### src/rtl/alu_req_scheduler.sv
// Two-requester scheduler for the shared 16-bit ALU: grant, hold operands for a settle window, return a tagged result.
// Define ALU_SCHED_RR_EN for round-robin arbitration; by default requester 0 has fixed priority.
module alu_req_scheduler #(
  parameter int unsigned SETTLE_CYCLES = 4
) (
  input  logic        clk,
  input  logic        rst_n,
  input  logic [1:0]  req_valid,
  output logic [1:0]  req_ready,
  input  logic [15:0] req0_a,
  input  logic [15:0] req0_b,
  input  logic [3:0]  req0_op,
  input  logic [15:0] req1_a,
  input  logic [15:0] req1_b,
  input  logic [3:0]  req1_op,
  output logic [15:0] alu_a,
  output logic [15:0] alu_b,
  output logic [3:0]  alu_op,
  input  logic [31:0] alu_r,
  input  logic        alu_ovf,
  output logic        rsp_valid,
  input  logic        rsp_ready,
  output logic        rsp_id,
  output logic [31:0] rsp_data,
  output logic [1:0]  rsp_err,
  output logic [1:0]  err_sticky,
  output logic        busy
);

  typedef enum logic [1:0] {
    IDLE = 2'd0,
    WAIT = 2'd1,
    RESP = 2'd2
  } state_t;

  localparam logic [3:0] OP_ADD   = 4'd0;
  localparam logic [3:0] OP_MOD   = 4'd1;
  localparam logic [3:0] OP_DIV   = 4'd2;
  localparam logic [3:0] OP_RESET = 4'd3;
  localparam logic [3:0] OP_SUB   = 4'd8;
  localparam logic [3:0] CNT_LOAD = 4'(SETTLE_CYCLES - 1);

  state_t      state, state_next;
  logic [3:0]  cnt;
  logic        grant;
  logic        accept;
  logic        capture;
  logic [1:0]  err_now;

`ifdef ALU_SCHED_RR_EN
  logic ptr;

  // With both requesting, the pointer decides; otherwise the lone requester wins.
  always_comb begin
    grant = (req_valid == 2'b11) ? ptr : ~req_valid[0];
  end

  always_ff @(posedge clk or negedge rst_n) begin
    if (!rst_n) begin
      ptr <= 1'b0;
    end else if (accept) begin
      ptr <= ~grant;
    end
  end
`else
  always_comb begin
    grant = ~req_valid[0];
  end
`endif

  // NOTE: every signal driven here gets a default first so no latch is inferred.
  always_comb begin
    state_next = state;
    req_ready  = 2'b00;
    accept     = 1'b0;
    capture    = 1'b0;
    case (state)
      IDLE: begin
        if (req_valid != 2'b00) begin
          accept         = 1'b1;
          req_ready      = grant ? 2'b10 : 2'b01;
          state_next     = WAIT;
        end
      end
      WAIT: begin
        if (cnt == 4'd0) begin
          capture    = 1'b1;
          state_next = RESP;
        end
      end
      RESP: begin
        if (rsp_ready) state_next = IDLE;
      end
      default: state_next = IDLE;
    endcase
  end

  always_comb begin
    err_now    = 2'b00;
    err_now[1] = ((alu_op == OP_MOD) || (alu_op == OP_DIV)) && (alu_b == 16'd0);
    err_now[0] = ((alu_op == OP_ADD) || (alu_op == OP_SUB)) && alu_ovf;
  end

  // NOTE: sequential state uses non-blocking assignments so all registers update together at the edge.
  always_ff @(posedge clk or negedge rst_n) begin
    if (!rst_n) begin
      state <= IDLE;
    end else begin
      state <= state_next;
    end
  end

  always_ff @(posedge clk or negedge rst_n) begin
    if (!rst_n) begin
      cnt        <= 4'd0;
      alu_a      <= 16'd0;
      alu_b      <= 16'd0;
      alu_op     <= OP_RESET;
      rsp_id     <= 1'b0;
      rsp_data   <= 32'd0;
      rsp_err    <= 2'b00;
      err_sticky <= 2'b00;
    end else begin
      if (accept) begin
        cnt    <= CNT_LOAD;
        rsp_id <= grant;
        alu_a  <= grant ? req1_a  : req0_a;
        alu_b  <= grant ? req1_b  : req0_b;
        alu_op <= grant ? req1_op : req0_op;
      end else if (state == WAIT && cnt != 4'd0) begin
        cnt <= cnt - 4'd1;
      end

      if (capture) begin
        // The reset op returns a clean zero response and wipes the sticky flags.
        if (alu_op == OP_RESET) begin
          rsp_data   <= 32'd0;
          rsp_err    <= 2'b00;
          err_sticky <= 2'b00;
        end else begin
          rsp_data   <= alu_r;
          rsp_err    <= err_now;
          err_sticky <= err_sticky | err_now;
        end
      end
    end
  end

  always_comb begin
    rsp_valid = (state == RESP);
    busy      = (state != IDLE);
  end

endmodule

### config.mk
export PLATFORM = sky130hd
export DESIGN_NAME = alu_req_scheduler
export DESIGN_NICKNAME = d
export VERILOG_FILES = /design/src/rtl/alu_req_scheduler.sv
export SDC_FILE = /design/constraint.sdc
export NUM_CORES = 1
export LEC_CHECK = 0
export ABC_AREA = 0
export BUFFER_PORTS_ARGS = -buffer_cell sky130_fd_sc_hd__buf_2
export CAP_MARGIN = 40
export CORE_MARGIN = 10
export CORE_UTILIZATION = 45
export CTS_BUF_LIST = sky130_fd_sc_hd__clkbuf_8
export DETAILED_ROUTE_END_ITERATION = 7
export HOLD_SLACK_MARGIN = 0.05
export PLACE_DENSITY_LB_ADDON = 0.2
export SLEW_MARGIN = 20
export SYNTH_ARGS = -nofsm -noshare
export SYNTH_HDL_FRONTEND = slang
export SYNTH_SLANG_ARGS = --single-unit
export TNS_END_PERCENT = 1
### constraint.sdc
create_clock -name clk -period 4.8 [get_ports clk]
set_clock_uncertainty 0.1 [all_clocks]
set_input_delay 0.24 -clock clk [delete_from_list [all_inputs] [get_ports clk]]
set_output_delay 0.24 -clock clk [all_outputs]
set_load 0.02 [all_outputs]
# Word-level counts from Yosys, hierarchy flattened
# Index checks and enable logic that the tools add are counted.
# classes
addsub,1
mux,19
eq_ne,9
n_reduce_logical,14
bitwise,2
# ops
op,count
$mux 16,2
$mux 32,1
$logic_not 16->1,1
$mux 2,8
$mux 4,3
$eq 4x2->1 const B,2
$logic_not 4->1,2
$pmux 2 s3,1
$reduce_bool 2->1,3
$eq 4x1->1 const B,1
$eq 4x4->1 const B,1
$mux 1,4
$ne 2x2->1 const B,2
$reduce_bool 4->1,1
$sub 4x1->4 const B,1
$logic_and 1x1->1,3
$reduce_and 3->1,1
$eq 2x1->1 const B,1
$eq 2x2->1 const B,1
$logic_not 2->1,1
$logic_or 1x1->1,2
$ne 2x1->1 const B,1
$or 2x2->2,1
$not 1->1,1
# word_totals
elab_cells,54
output_inout_bits,77
reg_bits,79

# Longest topological paths before layout
# Gate-level depths: netlist of run 1.
# logic_depth
word_depth,5
depth_mapped,7

# Worst setup path before layout of run 1
# No wires, ideal clock.
# synth_timing
kind,reg2reg
startpoint,register cnt[0]
endpoint,register err_sticky[1]
setup_ns,0.129
synth_period_minus_slack_ns,1.625
arrival_time_ns,1.396
t_required_ns,4.571
path_stages_with_launch,7
path_buffers,1
path_slack_ns,3.175
cell_sequence,dfrtp_1 inv_1 ha_1 or3b_4 buf_6 o31ai_1 o21ai_1
# synth_via
elab_chain_cells,3
# synth_lines
item,line,rtl
from (decl),44,logic [3:0] cnt;
from (signal assigned),131,cnt <= cnt - 4'd1;
$logic_not 4->1,86,if (cnt == 4'd0) begin
$mux 1,86,
$mux 1,77,case (state)
to (signal assigned),143,err_sticky <= err_sticky | err_now;
to (decl),26,"output logic [1:0] err_sticky,"
# No other way between the ends.
# A chain may end at the register's enable or synchronous reset.

# Final worst setup path of run 1
# layout_timing
startpoint,register state[1]
endpoint,output busy
# layout_via
elab_chain_cells,1
# layout_lines
item,line,rtl
from (decl),43,"state_t state, state_next;"
from (signal assigned),109,state <= state_next;
$reduce_bool 2->1,151,busy = (state != IDLE);
to (decl),27,output logic busy
# No other way between the ends.

==> impl_metrics.py, run 1 <==
metrics = {
    "sta": {
        "setup_violations": 0,
        "worst_pin_slew_ns": 0.709,
        "worst_slew_margin_rel_pct": 52.6,
        "setup_tns_ns": 0,
        "rsz0062_at_grt": "no",
        "timing.fmax_mhz": 492,
        "hold_viol": 0,
        "period_share_pct": 42.3,
        "finalMaxSlewViolations": 0,
        "finalCriticalPeriod_ns": 2.03,
    },
    "pwr": {
        "power.leakage_nw": 2.64,
        "vdd_ir_drop_max_mv": 0.259,
        "switchingPower_mw": 1.43,
        "p_seq_share_pct": 37.1,
        "p_comb_share_pct": 47.9,
        "power.internal_mw": 1.75,
        "power_density_nw_per_um2": 620,
        "p_clk_share_pct": 15.0,
        "switching_share_pct": 45.0,
    },
    "die": {
        "die_w_um": 110,
        "core_sq_um": 7810,
        "dieArea_sq_um": 12100,
        "start_util_pct": 46.7,
        "die_y_um": 110,
        "rows": 32,
        "pin_count": 187,
    },
    "worst_setup_path": {
        "r2r_cells": 5,
        "crit_slowest_cell": "dfrtp_1",
        "crit_required_ns": 4.46,
        "critPathBufInv": 3,
        "crit_start": "state[1]$_DFFE_PN0P_",
        "crit_chain": "nor2_2 > inv_1 > buf_16 > buf_2",
        "reg2reg_slack_ns": 2.83,
        "critPathLaunchType": "flop",
        "crit_family": "buffers and inverters",
        "cp_max_fo": 28,
        "worstReg2RegStart": "cnt[0]$_DFFE_PN0P_",
        "crit_cells": 4,
        "path_class": "flop to output pin",
        "critPathCapture": "busy",
        "critPathMaxStageDelay_ns": 0.41,
        "endpoint_kind": "output pin",
        "arrival_ns": 1.69,
        "r2r-end": "rsp_data[31]$_DFFE_PN0P_",
    },
    "drt": {
        "drt-wirelength-per-cell_um": 16.6,
        "ant_nets": 0,
        "wirelength_mm": 11.2,
        "initialDrtViolationCount": 139,
        "drc": 0,
        "viasPerCell": 5.19,
        "vias": 3508,
        "first_pass_iters": 4,
    },
    "yosys": {
        "syn_area_per_cell_sq_um": 9.88,
        "synth_area_sq_um": 3640,
        "yosys_warnings": 0,
        "ys_types": 34,
        "seq_area_frac_synth_pct": 54.3,
        "syn_inst": 369,
        "synth_fp_nets": 481,
        "synth_seq_cells": 79,
    },
    "layout": {
        "final_nets": 682,
        "area_growth_pct": 40.7,
        "final_core_util_pct": 65.7,
        "stdcell_count": 676,
        "final_layout_size_suffix_gt1_share_pct": 37.3,
        "final_cell_mix": "185 x buf_2, 116 x o21ai_0, 77 x dfrtp_1, 38 x mux2i_1, 37 x nand2_1",
        "layout_commonest_cell": "buf_2",
    },
    "place": {
        "port_buffers": 186,
        "gp_congestion": 0.768,
        "post-dp-hpwl_mm": 7.97,
        "placedCellCount": 630,
    },
    "job": {
        "cap_violations": 0,
    },
    "hold_path": {
        "hold_path.class": "primary input to flop",
        "min-delay-start": "alu_r[2]",
    },
    "clock_network": {
        "cts_tree": "built",
        "cts_resized": 0,
        "cts_buffer_depth": 2,
        "clkTransAtPathRegs_ns": 0.07,
        "clockRootBuffer": "clkbuf_8",
        "cts_sinks": 79,
        "clock_latency_ns": 0.34,
        "cts_setup_buffers": 0,
        "cts_buffers": 9,
        "htreeDepth": 3,
    },
    "grt": {
        "grt_pass1_wl_mm": 17.9,
        "antenna_found_initial": 0,
        "grt_max_degree": 47,
        "gr-total-overflow": 0,
        "first_global_vias": 3602,
        "grtUsageTotal_pct": 18.3,
    },
    "status": {
        "status": "complete, no violations",
    },
}
-- through the flow --
stage               hold WS, ns  setup slack [ns]  power (mW)  cell area [sq um]
floorplan                -0.156              3.17        2.13               3640
CTS                      0.0509              2.74        3.20               5130
detailed placement        0.125              2.87        2.70               4630
finish                   0.0632              2.77        3.18               5130
global placement          0.359              2.65        2.63               4570
global route             0.0604              2.55        3.43               5130
-- kinds of logic after synthesis --
kind of cell	after synthesis	synth area share (%)
AO/OA/AOI/OAI	150	21.0
flip-flops	79	54.3
AND/OR/NAND/NOR	62	8.17
multiplexers	38	10.4
buffers and inverters	37	5.15
adder cells (fa/ha/maj)	2	0.686
XOR/XNOR	1	0.240
-- layer usage --
metal  GRT usage (%)  vias up  share of wire, %
li1                -     1701                 -
met1            23.4     1656                42
met2            28.7      144                47
met3            6.44        7                11
met4            5.39        0              0.86
met5               0        -                 0
-- cells in the mapped netlist (all sizes together) --
cell / count / share of area (%)
ha: 2 / 0.69
clkbuf: 17 / 1.9
buf: 16 / 2.8
dfrtp: 77 / 53
o211ai: 1 / 0.21
nand4: 2 / 0.34
nor4b: 1 / 0.24
mux2i: 38 / 10
and2: 1 / 0.17
nand2: 38 / 4.0
dfstp: 2 / 1.4
o21ai: 144 / 20
nand3: 3 / 0.41
a21oi: 2 / 0.27
inv: 4 / 0.41
or3b: 1 / 0.31
nor2: 5 / 0.58
nand2b: 2 / 0.34
nor4: 4 / 0.69
nor2b: 1 / 0.17
xor2: 1 / 0.24
nor3: 2 / 0.27
o2bb2ai: 1 / 0.24
o31ai: 2 / 0.41
nand4bb: 1 / 0.31
nor3b: 1 / 0.34
-- worst min-delay path by stage --
stage / cells past startpoint / endpoint
after floorplan: 0 / alu_a[0]$_DFFE_PN0P_
after global placement: 1 / rsp_data[17]$_DFFE_PN0P_
after detailed placement: 1 / rsp_data[17]$_DFFE_PN0P_
after CTS: 3 / rsp_data[2]$_DFFE_PN0P_
after global routing: 3 / alu_a[11]$_DFFE_PN0P_
final: 3 / rsp_data[2]$_DFFE_PN0P_
-- timing repair --
item,in CTS,in global routing
hold buffers,31,0
setup endpoints to repair,0,0
hold endpoints to repair,61,0
-- final cells by class --
| type | instances | area [sq um] |
|---|---|---|
| clock inverters | 4 | 48.8 |
| flip-flops and latches | 79 | 1980 |
| clock buffers | 10 | 138 |
| diodes | 1 | 2.50 |
| repair buffers | 223 | 1330 |
| multi-input cells | 253 | 1490 |
| fillers | 660 | 2680 |
| inverters | 4 | 15.0 |
| well taps | 102 | 128 |
-- sequential cells by signal, indices dropped and copies added (netlist names) --
name        cells
cnt             4
alu_b          16
state           2
err_sticky      2
rsp_data       32
alu_a          16
alu_op          4
rsp_id          1
rsp_err         2
-- tightest hold or removal path, cell delays in order --
cell     delay [ns]
buf_2          0.10
nand2_1        0.04
o21ai_0        0.07
-- power groups by stage --
stage | clock network (mW) | logic [mW] | registers [mW]
global placement | 0 | 1.45 | 1.18
finish | 0.476 | 1.52 | 1.18
floorplan | 0 | 0.598 | 1.53
detailed placement | 0 | 1.51 | 1.19
CTS | 0.488 | 1.53 | 1.18
global route | 0.519 | 1.68 | 1.23
(Power assumes the default switching activity.)
==> inputs of run 2 (changes only) <==
==> constraint.sdc (replaced) <==
create_clock -name clk -period 2.01 [get_ports clk]
set_clock_uncertainty 0.1 [all_clocks]
set_input_delay 0.1005 -clock clk [delete_from_list [all_inputs] [get_ports clk]]
set_output_delay 0.1005 -clock clk [all_outputs]
set_load 0.02 [all_outputs]
==> run 2 against run 1 <==
  * Final area is 16% higher
  * Non-clock buffer count grew 80
  * Sequential share of layout area fell by 5.2 points
  * Hold slack improved by 0.012 ns
  * Critical endpoint is now err_sticky[1]$_DFFE_PN0P_
  * Largest power group unchanged
==> impl_metrics.py, run 2 (synthesis gave the netlist of run 1 again) <==
metrics = {
    "grt": {
        "first_global_vias": 4306,
        "antenna_found_initial": 0,
        "grtUsageTotal_pct": 23.0,
        "gr-total-overflow": 0,
        "grt_pass1_wl_mm": 22.1,
        "grt_max_degree": 42,
    },
    "layout": {
        "stdcell_count": 758,
        "layout_commonest_cell": "buf_2",
        "final_core_util_pct": 76.0,
        "final_nets": 762,
        "stdcell_area_sq_um": 5930,
        "area_growth_pct": 62.8,
        "final_cell_mix": "185 x buf_2, 115 x o21ai_0, 107 x dlygate4sd3_1, 77 x dfrtp_1, 38 x mux2i_1",
        "top_register": "rsp_data",
        "top_regs": "rsp_data: 32 flops, alu_a: 16 flops, alu_b: 16 flops",
        "largest_register_ffs": 32,
        "fillerInstances": 529,
        "final_layout_size_suffix_gt1_share_pct": 33.7,
    },
    "clock_network": {
        "cts_setup_buffers": 0,
        "cts_buffer_depth": 2,
        "cts_sinks": 79,
        "clock_latency_ns": 0.36,
        "htreeDepth": 3,
        "cts_buffers": 9,
        "cts_tree": "built",
        "clockRootBuffer": "clkbuf_8",
        "clkTransAtPathRegs_ns": 0.08,
    },
    "status": {
        "status": "complete, no violations",
    },
    "sta": {
        "rsz0062_at_grt": "no",
        "setup_violations": 0,
        "finalCriticalPeriod_ns": 1.86,
        "finalMaxSlewViolations": 0,
        "worst_pin_slew_ns": 0.513,
        "whs_ns": 0.0750,
        "period_share_pct": 92.7,
        "setup_tns_ns": 0,
        "timing.fmax_mhz": 537,
        "setup_ws_ns": 0.147,
        "hold_viol": 0,
        "worst_slew_margin_rel_pct": 65.8,
    },
    "pwr": {
        "p_comb_share_pct": 47.8,
        "power.internal_mw": 4.42,
        "power.leakage_nw": 2.99,
        "power_density_nw_per_um2": 1360,
        "totalPowerFinal_mw": 8.05,
        "switchingPower_mw": 3.64,
        "p_seq_share_pct": 35.4,
        "vdd_ir_drop_max_mv": 0.693,
        "switching_share_pct": 45.2,
        "p_clk_share_pct": 16.9,
    },
    "hold_path": {
        "hold_path.class": "primary input to flop",
    },
    "worst_setup_path": {
        "cp_max_fo": 39,
        "crit_chain": "inv_1 > ha_1 > or3b_4 > o31ai_1 > o21ai_1",
        "crit_slowest_cell": "or3b_4",
        "critPathMaxStageDelay_ns": 0.57,
        "critPathLaunchType": "flop",
        "path_class": "flop to flop",
        "endpoint_kind": "flop",
        "arrival_ns": 2.00,
        "crit_required_ns": 2.15,
    },
    "drt": {
        "initialDrtViolationCount": 213,
        "first_pass_iters": 4,
        "wirelength_mm": 14.0,
        "drc": 0,
        "drt-wirelength-per-cell_um": 18.4,
        "ant_nets": 0,
        "viasPerCell": 5.25,
        "vias": 3976,
    },
    "place": {
        "gp_congestion": 0.764,
        "post-dp-hpwl_mm": 8.35,
        "dpl-instance-area_sq_um": 4630,
        "port_buffers": 186,
        "placedCellCount": 634,
        "pre_cts_ws_ns": 0.0989,
    },
    "die": {
        "rows": 32,
        "core_sq_um": 7810,
        "dieArea_sq_um": 12100,
        "die_y_um": 110,
        "die_w_um": 110,
        "start_util_pct": 46.7,
        "pin_count": 187,
    },
    "job": {
        "cap_violations": 0,
    },
}
-- run 2: cell type report --
cell class	count	area (sq um)	share of cell area, %
diodes	1	2.50	0.0422
clock buffers	9	124	2.09
clock inverters	7	103	1.73
inverters	4	15.0	0.253
multi-input cells	253	1490	25.1
flip-flops and latches	79	1980	33.4
well taps	102	128	2.15
repair buffers	303	2090	35.3
-- run 2: timing repair --
item                                    in CTS  in global routing
endpoints found under the setup margin       0                 29
hold endpoints to repair                   150                  0
resized for setup                            0                  2
hold buffers                               107                  0
-- run 2: routing by layer --
| layer | track usage (%) | wire length, um |
|---|---|---|
| met4 | 6.97 | 199 |
| met5 | 0 | 0 |
| met2 | 39.6 | 7120 |
| met3 | 8.36 | 1450 |
| met1 | 26.3 | 5220 |
-- run 2: worst max-delay path: cells and delay by family (launching register included) --
family	cells	cell delay [ns]
and+or+nand+nor	1	0.57
DFF	1	0.40
AOI/OAI and AO/OA	2	0.38
adders and majority gates	1	0.18
buffers and inverters	1	0.11
-- run 2: final timing paths --
path | start | to | slack, ns | depth (start not counted)
setup / recovery | cnt[0]$_DFFE_PN0P_ | err_sticky[1]$_DFFE_PN0P_ | 0.15 | 5
hold / removal | alu_ovf | rsp_err[0]$_DFFE_PN0P_ | 0.08 | 4
setup reg to reg | cnt[0]$_DFFE_PN0P_ | err_sticky[1]$_DFFE_PN0P_ | 0.15 | 5
hold reg to reg | rsp_data[17]$_DFFE_PN0P_ | rsp_data[17]$_DFFE_PN0P_ | 0.40 | 2
max in group asynchronous | rst_n | alu_op[0]$_DFFE_PN1P_ | 1.01 | 3
min in group asynchronous | rst_n | rsp_data[15]$_DFFE_PN0P_ | 0.14 | 2
-- run 2: power groups by stage --
stage                     combinational, mW  clock, mW  sequential (mW)
after CTS                              3.78       1.37             2.83
after detailed placement               3.60          0             2.86
after global routing                   4.20       1.45             2.94
after floorplan                        1.43          0             3.65
final                                  3.85       1.36             2.85
after global placement                 3.51          0             2.83
